`src/rtl/fft_pkg.sv`:
```
// Shared sizes, sequencer state encoding and {imag,real} sample packing for the FFT frame path.
package fft_pkg;

   localparam int WL_DEF   = 16;
   localparam int N_DEF    = 16;
   localparam int LOGN_DEF = 4;

   typedef enum logic [1:0] {
      IDLE  = 2'd0,
      FEED  = 2'd1,
      DRAIN = 2'd2
   } state_t;

   function automatic logic [2*WL_DEF-1:0] pack_iq(input logic [WL_DEF-1:0] im,
                                                   input logic [WL_DEF-1:0] re);
      return {im, re};
   endfunction

   function automatic logic [WL_DEF-1:0] iq_real(input logic [2*WL_DEF-1:0] s);
      return s[WL_DEF-1:0];
   endfunction

   function automatic logic [WL_DEF-1:0] iq_imag(input logic [2*WL_DEF-1:0] s);
      return s[2*WL_DEF-1:WL_DEF];
   endfunction

endpackage

```
`src/rtl/fft_frame_ram.sv`:
```
// One-frame sample store: single write port, registered read port with write-first bypass.
// Only the read register is reset; array contents are undefined after reset.
module fft_frame_ram #(
   parameter int W     = 32,
   parameter int DEPTH = 16,
   parameter int AW    = 4
) (
   input  logic          clk,
   input  logic          rst_n,
   input  logic          we,
   input  logic [AW-1:0] waddr,
   input  logic [W-1:0]  wdata,
   input  logic [AW-1:0] raddr,
   output logic [W-1:0]  rdata
);

   logic [W-1:0] mem [DEPTH];

   always_ff @(posedge clk) begin
      if (we) mem[waddr] <= wdata;
   end

   // Bypass covers a sample written in the same cycle the sequencer starts fetching it.
   always_ff @(posedge clk or negedge rst_n) begin
      if (!rst_n)                    rdata <= '0;
      else if (we && waddr == raddr) rdata <= wdata;
      else                           rdata <= mem[raddr];
   end

endmodule

```
`src/rtl/fft_frame_ctrl.sv`:
```
// Frame sequencer: buffers one software-written input frame, streams it to the FFT core on start,
// captures the N output bins for readback and reports busy/done/err.
module fft_frame_ctrl
   import fft_pkg::*;
#(
   parameter int WL   = WL_DEF,
   parameter int N    = N_DEF,
   parameter int LOGN = LOGN_DEF
) (
   input  logic            s_axi_aclk,
   input  logic            s_axi_aresetn,
   input  logic            wr_en,
   input  logic [LOGN-1:0] wr_idx,
   input  logic [2*WL-1:0] wr_data,
   input  logic            start,
   input  logic            clr,
   input  logic [LOGN-1:0] rd_idx,
   output logic [2*WL-1:0] rd_data,
   output logic            busy,
   output logic            done,
   output logic            err,
   output logic            core_in_valid,
   input  logic            core_in_ready,
   output logic [2*WL-1:0] core_in_data,
   output logic            core_in_last,
   input  logic            core_out_valid,
   output logic            core_out_ready,
   input  logic [2*WL-1:0] core_out_data,
   input  logic            core_out_last
);

   state_t          state, state_nxt;
   logic [LOGN-1:0] in_cnt, out_cnt, in_rd_addr;
   logic [2*WL-1:0] in_q;
   logic            start_ok, in_hs, out_hs, in_last, out_last, err_set;

   assign start_ok = start && (state == IDLE);
   assign in_hs    = (state == FEED) && core_in_ready;
   assign out_hs   = (state == DRAIN) && core_out_valid;
   assign in_last  = (in_cnt == LOGN'(N - 1));
   assign out_last = (out_cnt == LOGN'(N - 1));

   // Prefetch the sample that will be on core_in_data next cycle so the registered read lines up.
   assign in_rd_addr = start_ok ? '0 : (in_hs ? in_cnt + LOGN'(1) : in_cnt);

   assign core_in_data = (state == FEED) ? in_q : '0;
   assign core_in_last = (state == FEED) && in_last;

   assign err_set = (busy && (start || wr_en)) || (out_hs && (core_out_last != out_last));

   always_ff @(posedge s_axi_aclk or negedge s_axi_aresetn) begin
      if (!s_axi_aresetn) state <= IDLE;
      else                state <= state_nxt;
   end

   always_comb begin
      state_nxt      = state;
      busy           = 1'b0;
      core_in_valid  = 1'b0;
      core_out_ready = 1'b0;
      case (state)
         IDLE:  if (start) state_nxt = FEED;
         FEED: begin
            busy          = 1'b1;
            core_in_valid = 1'b1;
            if (core_in_ready && in_last) state_nxt = DRAIN;
         end
         DRAIN: begin
            busy           = 1'b1;
            core_out_ready = 1'b1;
            if (core_out_valid && out_last) state_nxt = IDLE;
         end
         default: state_nxt = IDLE;
      endcase
   end

   always_ff @(posedge s_axi_aclk or negedge s_axi_aresetn) begin
      if (!s_axi_aresetn) begin
         in_cnt  <= '0;
         out_cnt <= '0;
         done    <= 1'b0;
         err     <= 1'b0;
      end else begin
         if (start_ok)   in_cnt <= '0;
         else if (in_hs) in_cnt <= in_cnt + LOGN'(1);

         if (start_ok)    out_cnt <= '0;
         else if (out_hs) out_cnt <= out_cnt + LOGN'(1);

         if (start_ok)              done <= 1'b0;
         else if (out_hs && out_last) done <= 1'b1;
         else if (clr)              done <= 1'b0;

         if (err_set)  err <= 1'b1;
         else if (clr) err <= 1'b0;
      end
   end

   fft_frame_ram #(.W(2*WL), .DEPTH(N), .AW(LOGN)) in_buf (
      .clk   (s_axi_aclk),
      .rst_n (s_axi_aresetn),
      .we    (wr_en && (state == IDLE)),
      .waddr (wr_idx),
      .wdata (wr_data),
      .raddr (in_rd_addr),
      .rdata (in_q)
   );

   fft_frame_ram #(.W(2*WL), .DEPTH(N), .AW(LOGN)) out_buf (
      .clk   (s_axi_aclk),
      .rst_n (s_axi_aresetn),
      .we    (out_hs),
      .waddr (out_cnt),
      .wdata (core_out_data),
      .raddr (rd_idx),
      .rdata (rd_data)
   );

endmodule

```
`config.mk`:
```
export PLATFORM = sky130hd
export DESIGN_NAME = fft_frame_ctrl
export DESIGN_NICKNAME = d
export VERILOG_FILES = /design/src/rtl/fft_pkg.sv /design/src/rtl/fft_frame_ram.sv /design/src/rtl/fft_frame_ctrl.sv
export SDC_FILE = /design/constraint.sdc
export NUM_CORES = 1
export LEC_CHECK = 0
export BUFFER_PORTS_ARGS = -buffer_cell sky130_fd_sc_hd__clkbuf_2
export CAP_MARGIN = 20
export CORE_MARGIN = 2
export CORE_UTILIZATION = 40
export DETAILED_ROUTE_END_ITERATION = 16
export PLACE_DENSITY = 0.63
export SETUP_SLACK_MARGIN = 0.4
export SLEW_MARGIN = 10
export SYNTH_ARGS = -nofsm -noshare
export SYNTH_HDL_FRONTEND = slang
export SYNTH_SLANG_ARGS = --single-unit
```
`constraint.sdc`:
```
create_clock -name s_axi_aclk -period 3.72 [get_ports s_axi_aclk]
set_clock_uncertainty 0.05 [all_clocks]
set_input_delay 0.744 -clock s_axi_aclk [delete_from_list [all_inputs] [get_ports s_axi_aclk]]
set_output_delay 0.744 -clock s_axi_aclk [all_outputs]
set_load 0.02 [all_outputs]
```
==> metrics.txt, run 1 <==
# TYPE chip_impl_metric gauge
chip_impl_info{name="run_status",value="complete, no violations"} 1
chip_impl_metric{name="synthesis.nets",unit=""} 2208
chip_impl_info{name="cts_root_buffer",value="sky130_fd_sc_hd__clkbuf_16"} 1
chip_impl_metric{name="routed_wire_length_per_instance",unit="microns"} 27.11
chip_impl_metric{name="p_int",unit="uW"} 22420
chip_impl_metric{name="place.port_buffers",unit=""} 149
chip_impl_metric{name="die_h",unit="microns"} 332.8
chip_impl_metric{name="gr-total-overflow",unit=""} 0
chip_impl_info{name="path_class",value="reg -> out"} 1
chip_impl_metric{name="global_placer_s_final_weighted_congestion",unit=""} 0.7780
chip_impl_metric{name="p_leak",unit="uW"} 0.01673
chip_impl_metric{name="finish.net_count",unit=""} 2425
chip_impl_metric{name="synth_sequential_area_ratio",unit=""} 0.7549
chip_impl_metric{name="track_usage",unit=""} 0.1868
chip_impl_info{name="top_cell_types_by_occurrence_after_synthesis",value="sky130_fd_sc_hd__edfxtp_1 (1024), sky130_fd_sc_hd__mux4_2 (216), sky130_fd_sc_hd__mux2i_1 (107)"} 1
chip_impl_metric{name="grt_first_pass_wirelength",unit="microns"} 152400
chip_impl_metric{name="clk_pin_slew_worst_paths",unit="ps"} 60
chip_impl_info{name="setup.worst_path.end_class",value="output port"} 1
chip_impl_metric{name="post_drt_antenna_nets",unit=""} 0
chip_impl_metric{name="syn2layout_area_growth",unit="%"} 16.34
chip_impl_metric{name="power_frac_clock",unit=""} 0.356
chip_impl_metric{name="htree_num_levels",unit=""} 3
chip_impl_metric{name="fill_cell_total_of_the_finished_layout",unit=""} 8811
chip_impl_info{name="netlist_top_cells_area",value="sky130_fd_sc_hd__edfxtp_1 (71%), sky130_fd_sc_hd__mux4_2 (11%), sky130_fd_sc_hd__dfrtp_1 (4.4%), sky130_fd_sc_hd__mux2i_1 (2.5%), sky130_fd_sc_hd__a211oi_1 (0.99%)"} 1
chip_impl_metric{name="drt_first_pass_iters",unit=""} 5
chip_impl_metric{name="design.core.area",unit="sq um"} 107200
chip_impl_metric{name="whs",unit="ps"} 92.42
chip_impl_metric{name="power_per_cell_area",unit="nW/um^2"} 603.5
chip_impl_metric{name="number_of_enable_type_register_cells_in_the_synthesized_netlist",unit=""} 1024
chip_impl_metric{name="swShare",unit=""} 0.2617
chip_impl_metric{name="fmax",unit="MHz"} 308.0
chip_impl_metric{name="worstPathMaxFanout",unit=""} 32
chip_impl_metric{name="syn_avg_cell_area",unit="sq um"} 20.42
chip_impl_metric{name="maximum_clock_path_buffer_count",unit=""} 3
chip_impl_metric{name="final_routed_drc_violation_total",unit=""} 0
chip_impl_metric{name="worst_slew_margin_rel",unit=""} 0.4264
chip_impl_metric{name="ys_seq_elements",unit=""} 1100
chip_impl_metric{name="design.portCount",unit=""} 150
chip_impl_metric{name="layoutNonFillerInstCount",unit=""} 3831
chip_impl_metric{name="placedInstanceArea",unit="sq um"} 46620
chip_impl_metric{name="synth-async-reset-ratio",unit=""} 0.06909
chip_impl_metric{name="yosysWarnings",unit=""} 0
chip_impl_metric{name="dr.first_iter.drc_count",unit=""} 2409
chip_impl_metric{name="finalHoldViolations",unit=""} 0
chip_impl_metric{name="post_synth_num_cell_types",unit=""} 58
chip_impl_metric{name="slew_violations",unit=""} 0
chip_impl_metric{name="timing.max_cap.violations",unit=""} 0
chip_impl_metric{name="antenna_found_initial",unit=""} 13
chip_impl_metric{name="tritoncts.num_buffers",unit=""} 108
chip_impl_metric{name="finish.instance_area",unit="sq um"} 50320
chip_impl_metric{name="peak_supply_drop",unit="uV"} 433.3
chip_impl_info{name="grt_setup_unrepaired",value="no"} 1
chip_impl_metric{name="grt_start_max_net_pins",unit=""} 67
chip_impl_metric{name="power.total",unit="uW"} 30370
chip_impl_info{name="synthMostInstantiatedCell",value="sky130_fd_sc_hd__edfxtp_1"} 1
chip_impl_metric{name="initial_core_util",unit=""} 0.4035
chip_impl_metric{name="cts_hold_buffers",unit=""} 0
chip_impl_metric{name="numClockSinks",unit=""} 1100
chip_impl_info{name="min_path_type",value="in -> async"} 1
chip_impl_metric{name="postRouteWirelength",unit="microns"} 103900
chip_impl_metric{name="power.net_switching",unit="uW"} 7948
chip_impl_metric{name="place_hpwl",unit="microns"} 55090
chip_impl_metric{name="post_route_cells_drive_above_1_share",unit=""} 0.2993
chip_impl_metric{name="netlist_area",unit="sq um"} 43250
chip_impl_metric{name="first_global_vias",unit=""} 22814
chip_impl_metric{name="finalCritPeriodShare",unit=""} 0.8728
chip_impl_metric{name="cp_data_required_time",unit="ps"} 2930
chip_impl_info{name="cts_tree",value="done"} 1
chip_impl_metric{name="yosys.area.top_type_share",unit=""} 0.7109
chip_impl_metric{name="placed_cells_incl_taps",unit=""} 3622
chip_impl_metric{name="timing.final.crit_period",unit="ps"} 3247
chip_impl_metric{name="cp.arrival",unit="ps"} 2450
chip_impl_metric{name="detail_route.vias_per_cell",unit=""} 5.725
chip_impl_info{name="synth-main-ff-cell",value="sky130_fd_sc_hd__edfxtp_1"} 1
chip_impl_metric{name="clock_insertion_delay_at_the_later_pin_of_the_skew_report",unit="ps"} 720
chip_impl_metric{name="share_seq_of_total_power",unit=""} 0.468
chip_impl_metric{name="fp.dieArea",unit="sq um"} 110800
chip_impl_info{name="synth.largest_area_cell",value="sky130_fd_sc_hd__edfxtp_1"} 1
chip_impl_metric{name="netlist_instances",unit=""} 2118
chip_impl_metric{name="power.share.combinational",unit=""} 0.176
chip_impl_metric{name="die_x",unit="microns"} 332.8
chip_impl_metric{name="dr_vias",unit=""} 21932
chip_impl_info{name="worstSetupStartpointType",value="register"} 1
chip_impl_metric{name="worst_slew_pin_slew",unit="ps"} 860.4
chip_impl_metric{name="setup_viol_count_final",unit=""} 0
chip_impl_metric{name="placement_rows",unit=""} 120
[routing by layer]
metal	vias up	wire length, microns	GRT usage
met4	16	2349	0.05526
met5	-	101	0
met1	11697	41740	0.2436
met3	172	6926	0.03737
met2	775	52740	0.3174
li1	9272	-	-
[placed cells by master (no fill, tap or decap), types with 10 or more instances in the layout]
cell type,netlist,routed
sky130_fd_sc_hd__edfxtp_1,1024,1024
sky130_fd_sc_hd__mux4_2,216,216
sky130_fd_sc_hd__nand2_1,98,98
sky130_fd_sc_hd__mux2_2,32,32
sky130_fd_sc_hd__a2111oi_2,27,27
sky130_fd_sc_hd__clkinv_2,0,23
sky130_fd_sc_hd__a21oi_1,37,36
sky130_fd_sc_hd__bufinv_16,0,10
sky130_fd_sc_hd__clkbuf_2,0,145
sky130_fd_sc_hd__buf_4,10,43
sky130_fd_sc_hd__mux2i_1,107,107
sky130_fd_sc_hd__a22o_1,27,27
sky130_fd_sc_hd__nor2_4,0,26
sky130_fd_sc_hd__and2_1,38,35
sky130_fd_sc_hd__a211oi_1,57,57
sky130_fd_sc_hd__clkbuf_16,0,109
sky130_fd_sc_hd__dfrtp_1,76,76
sky130_fd_sc_hd__a21o_1,29,28
sky130_fd_sc_hd__a221oi_1,32,30
sky130_fd_sc_hd__buf_12,0,43
sky130_fd_sc_hd__clkbuf_1,56,22
sky130_fd_sc_hd__a32oi_1,31,31
sky130_fd_sc_hd__inv_1,12,12
sky130_fd_sc_hd__clkinv_1,1,24
[power by group through the flow]
| stage | Sequential (uW) | Combinational (uW) | Clock, uW |
|---|---|---|---|
| finish | 14200 | 5340 | 10800 |
| floorplan | 14400 | 3530 | 0 |
| CTS | 14200 | 5240 | 11000 |
| global placement | 14500 | 5070 | 0 |
| detailed placement | 14500 | 5210 | 0 |
| global route | 14200 | 5730 | 11500 |
[critical path, cell delays in order, from the launching register on]
cell,delay [ps]
sky130_fd_sc_hd__dfrtp_1,390
sky130_fd_sc_hd__inv_1,210
sky130_fd_sc_hd__ha_4,270
sky130_fd_sc_hd__buf_8,300
sky130_fd_sc_hd__and2_1,350
sky130_fd_sc_hd__clkbuf_2,230
[cells by family after synthesis]
group           count (synthesis)  share of synthesized area
flops                        1100                     0.7549
mux                           356                     0.1461
compound gates                283                    0.05435
simple gates                  210                    0.02271
buf+inv                       146                    0.01646
xor+xnor                       13                   0.002632
fa+ha+maj                      10                   0.002893
[sequential cells by signal, summed over array words and instances (netlist names)]
signal         cells
in_buf.mem       512
out_buf.mem      512
in_buf.rdata      32
state              2
out_buf.rdata     32
in_cnt             4
done               1
err                1
out_cnt            4
[what timing repair did]
item / 4_1_cts / 5_1_grt
buffers inserted: 0 / 5
pin swaps: 0 / 1
cloned: 0 / 1
resized for setup: 4 / 9
hold endpoints to repair: 0 / 0
setup endpoints to repair: 8 / 31
[worst paths after layout]
| path | start | end | slack [ps] | cells past startpoint |
|---|---|---|---|---|
| setup / recovery | state[1]$_DFFE_PN0P_ | core_in_data[21] | 470 | 5 |
| hold / removal | s_axi_aresetn | out_buf.rdata[18]$_DFF_PN0_ | 90 | 1 |
| setup reg to reg | in_cnt[0]$_DFF_PN0_ | in_buf.rdata[2]$_DFF_PN0_ | 570 | 8 |
| hold reg to reg | err$_DFFE_PN0P_ | err$_DFFE_PN0P_ | 470 | 2 |
| max in group asynchronous | s_axi_aresetn | in_buf.rdata[6]$_DFF_PN0_ | 2680 | 2 |
| min in group s_axi_aclk | clr | err$_DFFE_PN0P_ | 320 | 4 |
[final cells by class]
type	instances	area, sq um	share of cell area
inverters	14	52.55	0.001044
multi-input cells	872	10230	0.2034
repair buffers	239	2062	0.04097
clock inverters	66	708.2	0.01407
flip-flops and latches	1100	32650	0.6488
well taps	1403	1755	0.03488
clock buffers	135	2854	0.05671
diodes	2	5.005	0.00009945
[metrics by stage]
stage / setup WS (ps) / TNS [ps] / util
after floorplan: -274.2 / -35080 / -
after global placement: 444.1 / 0 / 0.4349
after detailed placement: 356.8 / 0 / 0.4349
after CTS: 425.5 / 0 / 0.4682
after global routing: 399.8 / 0 / 0.4694
final: 473.3 / 0 / 0.4694
(Power assumes the default switching activity.)
==> inputs of run 2 (changes only) <==
--- a/config.mk
+++ b/config.mk
@@ -7,7 +7,6 @@
 export LEC_CHECK = 0
 export BUFFER_PORTS_ARGS = -buffer_cell sky130_fd_sc_hd__clkbuf_2
 export CAP_MARGIN = 20
-export CORE_MARGIN = 2
 export CORE_UTILIZATION = 40
 export DETAILED_ROUTE_END_ITERATION = 16
 export PLACE_DENSITY = 0.63
==> constraint.sdc (replaced) <==
create_clock -name s_axi_aclk -period 3.72 [get_ports s_axi_aclk]
set_clock_uncertainty 0.05 [all_clocks]
set_input_delay 0.744 -clock s_axi_aclk [delete_from_list [all_inputs] [get_ports s_axi_aclk]]
set_output_delay 0.744 -clock s_axi_aclk [all_outputs]
set_load 0.05 [all_outputs]
==> run 2 against run 1 <==
Via count grew 1.8%. Die area decreased by 1.2%. Register-to-register slack got worse by 80 ps. Largest power group unchanged.
==> metrics.txt, run 2 (synthesized netlist as in run 1, its figures left out) <==
# TYPE chip_impl_metric gauge
chip_impl_info{name="top_signal_layer_used",value="met5"} 1
chip_impl_metric{name="dr_vias",unit=""} 22323
chip_impl_metric{name="finalHoldViolations",unit=""} 0
chip_impl_metric{name="post_drt_antenna_nets",unit=""} 0
chip_impl_metric{name="fmax",unit="MHz"} 309.8
chip_impl_metric{name="postRouteWirelength",unit="microns"} 105700
chip_impl_info{name="cts_tree",value="done"} 1
chip_impl_metric{name="tritoncts.num_buffers",unit=""} 112
chip_impl_metric{name="global_placer_s_final_weighted_congestion",unit=""} 0.8468
chip_impl_info{name="cts_root_buffer",value="sky130_fd_sc_hd__clkbuf_16"} 1
chip_impl_metric{name="syn2layout_area_growth",unit="%"} 16.84
chip_impl_metric{name="die_x",unit="microns"} 330.8
chip_impl_metric{name="antenna_found_initial",unit=""} 15
chip_impl_metric{name="cp.arrival",unit="ps"} 3710
chip_impl_metric{name="power_per_cell_area",unit="nW/um^2"} 622.7
chip_impl_metric{name="finish.net_count",unit=""} 2433
chip_impl_metric{name="cts_hold_buffers",unit=""} 0
chip_impl_metric{name="track_usage",unit=""} 0.1913
chip_impl_info{name="path_class",value="reg -> reg"} 1
chip_impl_metric{name="htree_num_levels",unit=""} 3
chip_impl_metric{name="power.total",unit="uW"} 31470
chip_impl_metric{name="grt_start_max_net_pins",unit=""} 67
chip_impl_metric{name="placement_rows",unit=""} 120
chip_impl_metric{name="timing.final.crit_period",unit="ps"} 3228
chip_impl_metric{name="placement.setup.worst_slack",unit="ps"} 193.1
chip_impl_metric{name="clk_pin_slew_worst_paths",unit="ps"} 60
chip_impl_metric{name="finalCritPeriodShare",unit=""} 0.8678
chip_impl_metric{name="timing.max_cap.violations",unit=""} 0
chip_impl_metric{name="setup_viol_count_final",unit=""} 0
chip_impl_info{name="worst_r2r_startpoint",value="state[1]$_DFFE_PN0P_"} 1
chip_impl_metric{name="initial_core_util",unit=""} 0.4035
chip_impl_metric{name="dr.first_iter.drc_count",unit=""} 2732
chip_impl_info{name="worstSetupStartpointType",value="register"} 1
chip_impl_metric{name="fin_tns_setup",unit="ps"} 0
chip_impl_metric{name="numClockSinks",unit=""} 1100
chip_impl_metric{name="post_route_cells_drive_above_1_share",unit=""} 0.3068
chip_impl_metric{name="worst_slew_pin_slew",unit="ps"} 957.4
chip_impl_info{name="run_status",value="complete, no violations"} 1
chip_impl_metric{name="maximum_clock_path_buffer_count",unit=""} 3
chip_impl_metric{name="place.port_buffers",unit=""} 149
chip_impl_metric{name="slew_violations",unit=""} 0
chip_impl_metric{name="final_routed_drc_violation_total",unit=""} 0
chip_impl_info{name="cp-startpoint",value="state[1]$_DFFE_PN0P_"} 1
chip_impl_metric{name="design.portCount",unit=""} 150
chip_impl_metric{name="gr-total-overflow",unit=""} 0
chip_impl_metric{name="met3RoutedLength",unit="microns"} 8432
chip_impl_metric{name="cp_data_required_time",unit="ps"} 4200
chip_impl_info{name="grt_setup_unrepaired",value="no"} 1
chip_impl_metric{name="design.core.area",unit="sq um"} 107200
chip_impl_metric{name="routedLengthMet1",unit="microns"} 42700
chip_impl_metric{name="first_global_vias",unit=""} 22783
chip_impl_metric{name="clock_insertion_delay_at_the_later_pin_of_the_skew_report",unit="ps"} 730
chip_impl_metric{name="detail_route.vias_per_cell",unit=""} 5.801
chip_impl_metric{name="grt_first_pass_wirelength",unit="microns"} 152200
chip_impl_metric{name="routed_wire_length_per_instance",unit="microns"} 27.48
chip_impl_metric{name="worstPathMaxFanout",unit=""} 26
chip_impl_metric{name="place_hpwl",unit="microns"} 56390
chip_impl_metric{name="peak_supply_drop",unit="uV"} 491.4
chip_impl_info{name="setup.worst_path.end_class",value="register"} 1
chip_impl_info{name="layout_top_registers",value="in_buf.mem (512), out_buf.mem (512)"} 1
chip_impl_info{name="mostFrequentLayoutCell",value="sky130_fd_sc_hd__edfxtp_1"} 1
chip_impl_metric{name="fill_cell_total_of_the_finished_layout",unit=""} 8800
chip_impl_info{name="layout_common_cells",value="sky130_fd_sc_hd__edfxtp_1 (1024), sky130_fd_sc_hd__mux4_2 (216), sky130_fd_sc_hd__clkbuf_2 (142), sky130_fd_sc_hd__clkbuf_16 (117), sky130_fd_sc_hd__mux2i_1 (107)"} 1
chip_impl_metric{name="drt_first_pass_iters",unit=""} 5
chip_impl_metric{name="p_leak",unit="uW"} 0.01684
chip_impl_metric{name="dr_wl_met2",unit="microns"} 52100
chip_impl_metric{name="timing.final.ws_setup",unit="ps"} 491.8
chip_impl_metric{name="die_h",unit="microns"} 330.8
chip_impl_metric{name="worst_slew_margin_rel",unit=""} 0.3602
chip_impl_info{name="min_path_type",value="in -> async"} 1
chip_impl_metric{name="whs",unit="ps"} 30.64
chip_impl_metric{name="fp.dieArea",unit="sq um"} 109500
## run 2: path summary, 6_finish.rpt
path | slack, ps | depth (start not counted) | end
min in group s_axi_aclk | 320 | 3 | err$_DFFE_PN0P_
worst min-delay path | 30 | 1 | out_buf.rdata[19]$_DFF_PN0_
worst max register to register | 490 | 10 | in_buf.rdata[14]$_DFF_PN0_
max in group asynchronous | 2720 | 2 | in_buf.rdata[16]$_DFF_PN0_
worst min register to register | 450 | 2 | err$_DFFE_PN0P_
worst max-delay path | 490 | 10 | in_buf.rdata[14]$_DFF_PN0_
## run 2: stage by stage
stage          cell area (sq um)  utilization  instances
2_1_floorplan              43340            -       2118
4_1_cts                    50340       0.4696       3837
5_1_grt                    50530       0.4714       3846
3_5_place_dp               46510       0.4338       3625
3_3_place_gp               46490       0.4336       3624
6_report                   50540       0.4714       3848
## run 2: metal layers
metal | vias to the layer above | track usage
li1 | 9307 | -
met1 | 11825 | 0.2568
met2 | 950 | 0.3130
met3 | 221 | 0.04120
met4 | 20 | 0.05710
met5 | - | 0
## run 2: area by class of cell
type,instances,area (sq um),share of cell area
diodes,4,10.01,0.0001981
repair buffers,243,2029,0.04016
clock buffers,154,3122,0.06177
inverters,14,56.30,0.001114
well taps,1403,1755,0.03474
multi-input cells,872,10240,0.2025
clock inverters,58,675.6,0.01337
flip-flops and latches,1100,32650,0.6461
## run 2: power by group
part	leakage (uW)	internal, uW	total (uW)	switching (uW)
combinational	0.00487	2270	5920	3650
sequential	0.0101	14000	14200	192
clock	0.00185	6610	11400	4780
## run 2: repair_timing
| action | in CTS | in global routing |
|---|---|---|
| pin swaps | 0 | 1 |
| setup endpoints to repair | 47 | 30 |
| gates resized for setup | 12 | 14 |
| cloned | 0 | 4 |
| buffers inserted | 0 | 3 |
## run 2: critical path: stages, from the launching register on
cell                       delay (ps)
sky130_fd_sc_hd__dfrtp_1          400
sky130_fd_sc_hd__inv_2            130
sky130_fd_sc_hd__ha_4             220
sky130_fd_sc_hd__and3_4           230
sky130_fd_sc_hd__mux2i_4          230
sky130_fd_sc_hd__clkinv_1         140
sky130_fd_sc_hd__nor2_4           770
sky130_fd_sc_hd__buf_4            320
sky130_fd_sc_hd__a31oi_1          110
sky130_fd_sc_hd__a311oi_1         320
sky130_fd_sc_hd__a311oi_1         100
